===== src/rtl/uart_pkg.sv =====
// Shared definitions for the UART receiver: state encoding and default baud divisor.
// The PARITY state exists only when UART_RX_PARITY_EN is defined.
package uart_pkg;

   localparam int BAUD_DIV_DEFAULT = 2604;

   typedef enum logic [2:0] {
      ST_IDLE,
      ST_START,
      ST_DATA,
`ifdef UART_RX_PARITY_EN
      ST_PARITY,
`endif
      ST_STOP,
      ST_BREAK
   } rx_state_t;

endpackage


===== src/rtl/uart_rx_sync.sv =====
// Two-flop synchroniser for the serial line plus falling-edge detect on the synchronised value.
// All flops reset to 1 so an idle-high line never produces a spurious edge out of reset.
module uart_rx_sync (
   input  logic clk,
   input  logic rst_n,
   input  logic rx,
   output logic rx_s,
   output logic fall
);

   logic rx_meta;
   logic rx_prev;

   always_ff @(posedge clk or negedge rst_n) begin
      if (!rst_n) begin
         rx_meta <= 1'b1;
         rx_s    <= 1'b1;
         rx_prev <= 1'b1;
      end else begin
         rx_meta <= rx;
         rx_s    <= rx_meta;
         rx_prev <= rx_s;
      end
   end

   assign fall = rx_prev & ~rx_s;

endmodule


===== src/rtl/uart_rx_cfg.sv =====
// UART receiver, LSB first, mid-bit sampling with a BAUD_DIV clock divider.
// Define UART_RX_PARITY_EN to add a parity bit after the data bits (PARITY_ODD selects sense).
module uart_rx_cfg
   import uart_pkg::*;
#(
   parameter int BAUD_DIV   = BAUD_DIV_DEFAULT,
   parameter int DATA_BITS  = 8,
   parameter int PARITY_ODD = 0
) (
   input  logic                 clk,
   input  logic                 rst_n,
   input  logic                 RX,
   input  logic                 clr_rdy,
   output logic [DATA_BITS-1:0] rx_data,
   output logic                 rdy,
   output logic                 frm_err,
   output logic                 par_err,
   output logic                 ovr_err
);

   localparam int CNT_W = $clog2(BAUD_DIV + 1);
   localparam int BIT_W = $clog2(DATA_BITS + 1);
   localparam logic [CNT_W-1:0] HALF_LAST = CNT_W'(BAUD_DIV / 2 - 1);
   localparam logic [CNT_W-1:0] FULL_LAST = CNT_W'(BAUD_DIV - 1);
   localparam logic [BIT_W-1:0] BIT_LAST  = BIT_W'(DATA_BITS - 1);

   if (BAUD_DIV < 16 || BAUD_DIV > 8191 || DATA_BITS < 5 || DATA_BITS > 9 ||
       PARITY_ODD < 0 || PARITY_ODD > 1) begin : g_param_check
      $error("uart_rx_cfg: parameter out of legal range");
   end

   logic rx_s;
   logic fall;

   uart_rx_sync u_sync (
      .clk   (clk),
      .rst_n (rst_n),
      .rx    (RX),
      .rx_s  (rx_s),
      .fall  (fall)
   );

   rx_state_t            state;
   logic [CNT_W-1:0]     baud_cnt;
   logic [BIT_W-1:0]     bit_cnt;
   logic [DATA_BITS-1:0] shreg;
   logic                 stop_bad;
   logic                 done;
`ifdef UART_RX_PARITY_EN
   logic                 par_bad;

   function automatic logic parity_bit(input logic [DATA_BITS-1:0] d);
      return (^d) ^ (PARITY_ODD != 0);
   endfunction
`endif

   // Frame FSM: the counter restarts at every sample so each sample lands one bit later.
   always_ff @(posedge clk or negedge rst_n) begin
      if (!rst_n) begin
         state    <= ST_IDLE;
         baud_cnt <= '0;
         bit_cnt  <= '0;
         shreg    <= '0;
         stop_bad <= 1'b0;
         done     <= 1'b0;
`ifdef UART_RX_PARITY_EN
         par_bad  <= 1'b0;
`endif
      end else begin
         done <= 1'b0;
         case (state)
            ST_IDLE: begin
               if (fall) begin
                  state    <= ST_START;
                  baud_cnt <= '0;
               end
            end
            ST_START: begin
               if (baud_cnt == HALF_LAST) begin
                  baud_cnt <= '0;
                  bit_cnt  <= '0;
                  state    <= rx_s ? ST_IDLE : ST_DATA;
               end else begin
                  baud_cnt <= baud_cnt + 1'b1;
               end
            end
            ST_DATA: begin
               if (baud_cnt == FULL_LAST) begin
                  baud_cnt <= '0;
                  shreg    <= {rx_s, shreg[DATA_BITS-1:1]};
                  bit_cnt  <= bit_cnt + 1'b1;
                  if (bit_cnt == BIT_LAST) begin
`ifdef UART_RX_PARITY_EN
                     state <= ST_PARITY;
`else
                     state <= ST_STOP;
`endif
                  end
               end else begin
                  baud_cnt <= baud_cnt + 1'b1;
               end
            end
`ifdef UART_RX_PARITY_EN
            ST_PARITY: begin
               if (baud_cnt == FULL_LAST) begin
                  baud_cnt <= '0;
                  par_bad  <= rx_s ^ parity_bit(shreg);
                  state    <= ST_STOP;
               end else begin
                  baud_cnt <= baud_cnt + 1'b1;
               end
            end
`endif
            ST_STOP: begin
               if (baud_cnt == FULL_LAST) begin
                  baud_cnt <= '0;
                  stop_bad <= ~rx_s;
                  done     <= 1'b1;
                  state    <= rx_s ? ST_IDLE : ST_BREAK;
               end else begin
                  baud_cnt <= baud_cnt + 1'b1;
               end
            end
            ST_BREAK: begin
               if (rx_s) state <= ST_IDLE;
            end
            default: state <= ST_IDLE;
         endcase
      end
   end

   // Result registers: a completing frame wins over clr_rdy in the same cycle.
   always_ff @(posedge clk or negedge rst_n) begin
      if (!rst_n) begin
         rx_data <= '0;
         rdy     <= 1'b0;
         frm_err <= 1'b0;
         ovr_err <= 1'b0;
      end else if (done) begin
         rx_data <= shreg;
         frm_err <= stop_bad;
         rdy     <= 1'b1;
         if (clr_rdy)  ovr_err <= 1'b0;
         else if (rdy) ovr_err <= 1'b1;
      end else if (clr_rdy) begin
         rdy     <= 1'b0;
         ovr_err <= 1'b0;
      end
   end

`ifdef UART_RX_PARITY_EN
   always_ff @(posedge clk or negedge rst_n) begin
      if (!rst_n)    par_err <= 1'b0;
      else if (done) par_err <= par_bad;
   end
`else
   assign par_err = 1'b0;
`endif

endmodule


===== config.mk =====
export PLATFORM = sky130hd
export DESIGN_NAME = uart_rx_cfg
export DESIGN_NICKNAME = d
export VERILOG_FILES = /design/src/rtl/uart_pkg.sv /design/src/rtl/uart_rx_sync.sv /design/src/rtl/uart_rx_cfg.sv
export SDC_FILE = /design/constraint.sdc
export NUM_CORES = 1
export LEC_CHECK = 0
export BUFFER_PORTS_ARGS = -buffer_cell sky130_fd_sc_hd__clkbuf_2
export CAP_MARGIN = 20
export CORE_MARGIN = 2
export CORE_UTILIZATION = 37
export CTS_CLUSTER_DIAMETER = 100
export DETAILED_ROUTE_END_ITERATION = 7
export HOLD_SLACK_MARGIN = 0.02
export PLACE_DENSITY = 0.62
export SYNTH_ARGS = -nofsm -noshare
export SYNTH_HDL_FRONTEND = slang
export SYNTH_SLANG_ARGS = --single-unit

===== constraint.sdc =====
create_clock -name clk -period 3 [get_ports clk]
set_clock_uncertainty 0.05 [all_clocks]
set_input_delay 0.45 -clock clk [delete_from_list [all_inputs] [get_ports clk]]
set_output_delay 0.45 -clock clk [all_outputs]
set_load 0.05 [all_outputs]

==> impl_metrics.json <==
{
  "status": "complete, no violations",
  "worst_ep_arrival_time_ns": 2.35,
  "critPathMaxFanout": 13,
  "track_usage_pct": 14.7,
  "peakVddDrop_mv": 0.274,
  "p_total_uw": 1390,
  "setup_violations": 0,
  "fin_ws_ns": 0.751,
  "layout-drive-gt1-share_pct": 23.4,
  "slew_headroom_pct": 64.7,
  "routed.top_layer": "met4",
  "gr-total-overflow": 0,
  "antenna_left": 0,
  "synthCells": 188,
  "clk_pin_slew_ns": 0.08,
  "synth_area_per_cell_sq_um": 11.0,
  "p_per_area_nw_per_um2": 603,
  "clk_latency_ns": 0.29,
  "cp-start-kind": "flop",
  "wire_per_inst_um": 14.9,
  "finalInstanceArea_sq_um": 2310,
  "ys_types": 43,
  "rsz0062_at_grt": "no",
  "hold_path_class": "input port to flop",
  "synth_top_flop_cell": "dfrtp_1",
  "synth-xor-area-share_pct": 1.69,
  "synth_top_family_by_area": "simple AND/OR/NAND/NOR gates",
  "antenna_found_initial": 0,
  "critPathRequiredTime_ns": 3.10,
  "fin_crit_sh_pct": 75.0,
  "final_util_pct": 42.2,
  "fmax_mhz": 445,
  "setup_tns_ns": 0,
  "synthTopCellsByArea": "dfrtp_1 (48%), mux2_2 (6.0%), mux2_4 (4.3%), dfstp_2 (3.8%), nand2_1 (3.1%)",
  "fillerInstances": 561,
  "synth-compound-area-share_pct": 12.4,
  "synth_top_area_share_pct": 48.3,
  "synth_nets": 195,
  "drt-met1-wl_mm": 2.07,
  "port_buffers": 14,
  "layout.nets": 211,
  "cts_num_sinks": 43,
  "preCtsSetupSlack_ns": 0.774,
  "gp_congestion": 0.795,
  "placed_area_sq_um": 2200,
  "antenna_cells": 0,
  "grt_max_degree": 43,
  "cts_resized": 0,
  "wl_met2_mm": 1.90,
  "dieHeight_um": 78.9,
  "clockBufferDepth": 2,
  "wl_met3_um": 97,
  "initial_utilization_pct": 37.9,
  "yosys_register_bits": 43,
  "dr.pass1.iters": 4,
  "synth_mux_area_share_pct": 10.3,
  "crit_type": "flop to flop",
  "rows": 27,
  "io_pins": 16,
  "netlist_area_sq_um": 2070,
  "async_flop_share_pct": 100,
  "grt_pass1_vias": 1446,
  "critPathCaptureType": "flop",
  "core_region_area_sq_um": 5470,
  "wl_mm": 4.12,
  "synthAdderAreaFrac_pct": 1.81,
  "synthSimpleGateAreaFrac_pct": 17.6,
  "dp_hpwl_mm": 2.75,
  "holdBufCountCts": 0,
  "grt_pass1_wl_mm": 7.13,
  "vias_per_cell": 5.27,
  "die_width_um": 78.9,
  "min_period_ns": 2.25,
  "cts_tree": "done",
  "dieArea_sq_um": 6220,
  "cts-buffers-inserted": 5,
  "cts_root_buf": "clkbuf_8",
  "postCtsSetupRepairBufs": 0,
  "areaGrowthSynthToFinish_pct": 11.5,
  "drtIter0Drc": 60,
  "final-hold-violation-count": 0,
  "synth.largest_area_cell": "dfrtp_1",
  "drv_slew": 0,
  "ys_seq_area_share_pct": 52.1,
  "drc": 0,
  "vias": 1461,
  "htree_levels": 2,
  "maxCapViolations": 0,
  "ys_warn_count": 0,
  "tightest_slew_ns": 0.527,
  "p_leak_uw": 0.00106,
  "synth_edf_count": 0
}
[Yosys cell counts, types with 2 or more instances]
library cell and instances:
mux2_2 11, o22ai_1 7, nand2_1 17, nor4b_1 5
clkbuf_1 6, o21ai_0 12, inv_1 8, nor2_1 9
or4_4 2, nand3_1 7, o31ai_1 2, o41ai_1 2
o31a_1 4, dfrtp_1 40, xnor2_1 3, buf_6 2
mux2_4 6, a21o_1 2, a21oi_1 3, nor4_1 4
dfstp_2 3, nand4_1 3, ha_1 3, a22o_1 2
nor2b_1 4, nor3_1 4
[metrics by stage]
step / hold WS (ns) / std cells
2_1_floorplan: 0.104 / 188
3_3_place_gp: 0.296 / 267
3_5_place_dp: 0.297 / 267
4_1_cts: 0.176 / 275
5_1_grt: 0.168 / 277
6_report: 0.189 / 277
[worst paths after layout]
kind | start | to | slack [ns] | depth (start not counted)
setup reg to reg | baud_cnt[4] | baud_cnt[6] | 0.75 | 4
setup / recovery | baud_cnt[4] | baud_cnt[6] | 0.75 | 4
max in group asynchronous | rst_n | u_sync.rx_s | 1.71 | 4
hold reg to reg | u_sync.rx_meta | u_sync.rx_s | 0.31 | 0
hold / removal | RX | u_sync.rx_meta | 0.19 | 1
min in group asynchronous | rst_n | bit_cnt[2] | 0.52 | 2
[cells by family (layout without fill, tap and decap cells)]
family | count (synthesis) | count (layout)
AND/OR/NAND/NOR | 64 | 64
flip-flops | 43 | 43
AO/OA/AOI/OAI | 39 | 39
multiplexers | 17 | 17
buffers and inverters | 17 | 34
XOR/XNOR | 4 | 4
adder cells (fa/ha/maj) | 3 | 3
other | 1 | 1
[state kept, by name, summed over array words and instances (netlist names)]
name and cells:
u_sync.rx_prev 1, ovr_err 1, rdy 1, shreg 8
stop_bad 1, u_sync.rx_meta 1, baud_cnt 12, u_sync.rx_s 1
rx_data 8, frm_err 1, bit_cnt 4, done 1
state 3
[power by group]
part | internal (uW) | switching, uW
Clock | 163 | 195
Sequential | 625 | 73.1
Combinational | 125 | 213
[worst max-delay path: stages (launching register included)]
cell      delay, ns
dfrtp_1        0.47
or4_4          0.58
o31a_1         0.43
nor2_1         0.42
o221ai_1       0.17
[cell type report]
class | instances | area (sq um) | share of cell area, %
sequential | 43 | 1080 | 46.7
multi-input combinational | 128 | 912 | 39.4
timing repair buffer | 18 | 115 | 4.98
tap | 72 | 90.1 | 3.90
clock buffer | 6 | 72.6 | 3.14
inverter | 8 | 30.0 | 1.30
clock inverter | 2 | 12.5 | 0.541
[metal layers]
layer | up-vias | track usage, %
li1 | 713 | -
met1 | 721 | 19.2
met2 | 23 | 24.0
met3 | 4 | 3.07
met4 | 0 | 5.69
met5 | - | 0
[layout by cell type, fill, tap and decap left out, types with 3 or more instances in the layout]
| master | n |
|---|---|
| nor2b_1 | 4 |
| inv_1 | 8 |
| nand2_1 | 17 |
| nor2_1 | 9 |
| xnor2_1 | 3 |
| clkbuf_8 | 5 |
| o21ai_0 | 12 |
| ha_1 | 3 |
| o31a_1 | 4 |
| mux2_2 | 11 |
| clkbuf_2 | 14 |
| dfrtp_1 | 40 |
| nor3_1 | 4 |
| nand4_1 | 3 |
| nor4_1 | 4 |
| nor4b_1 | 5 |
| dfstp_2 | 3 |
| mux2_4 | 6 |
| o22ai_1 | 7 |
| nand3_1 | 7 |
| a21oi_1 | 3 |
(Power assumes the default switching activity.)
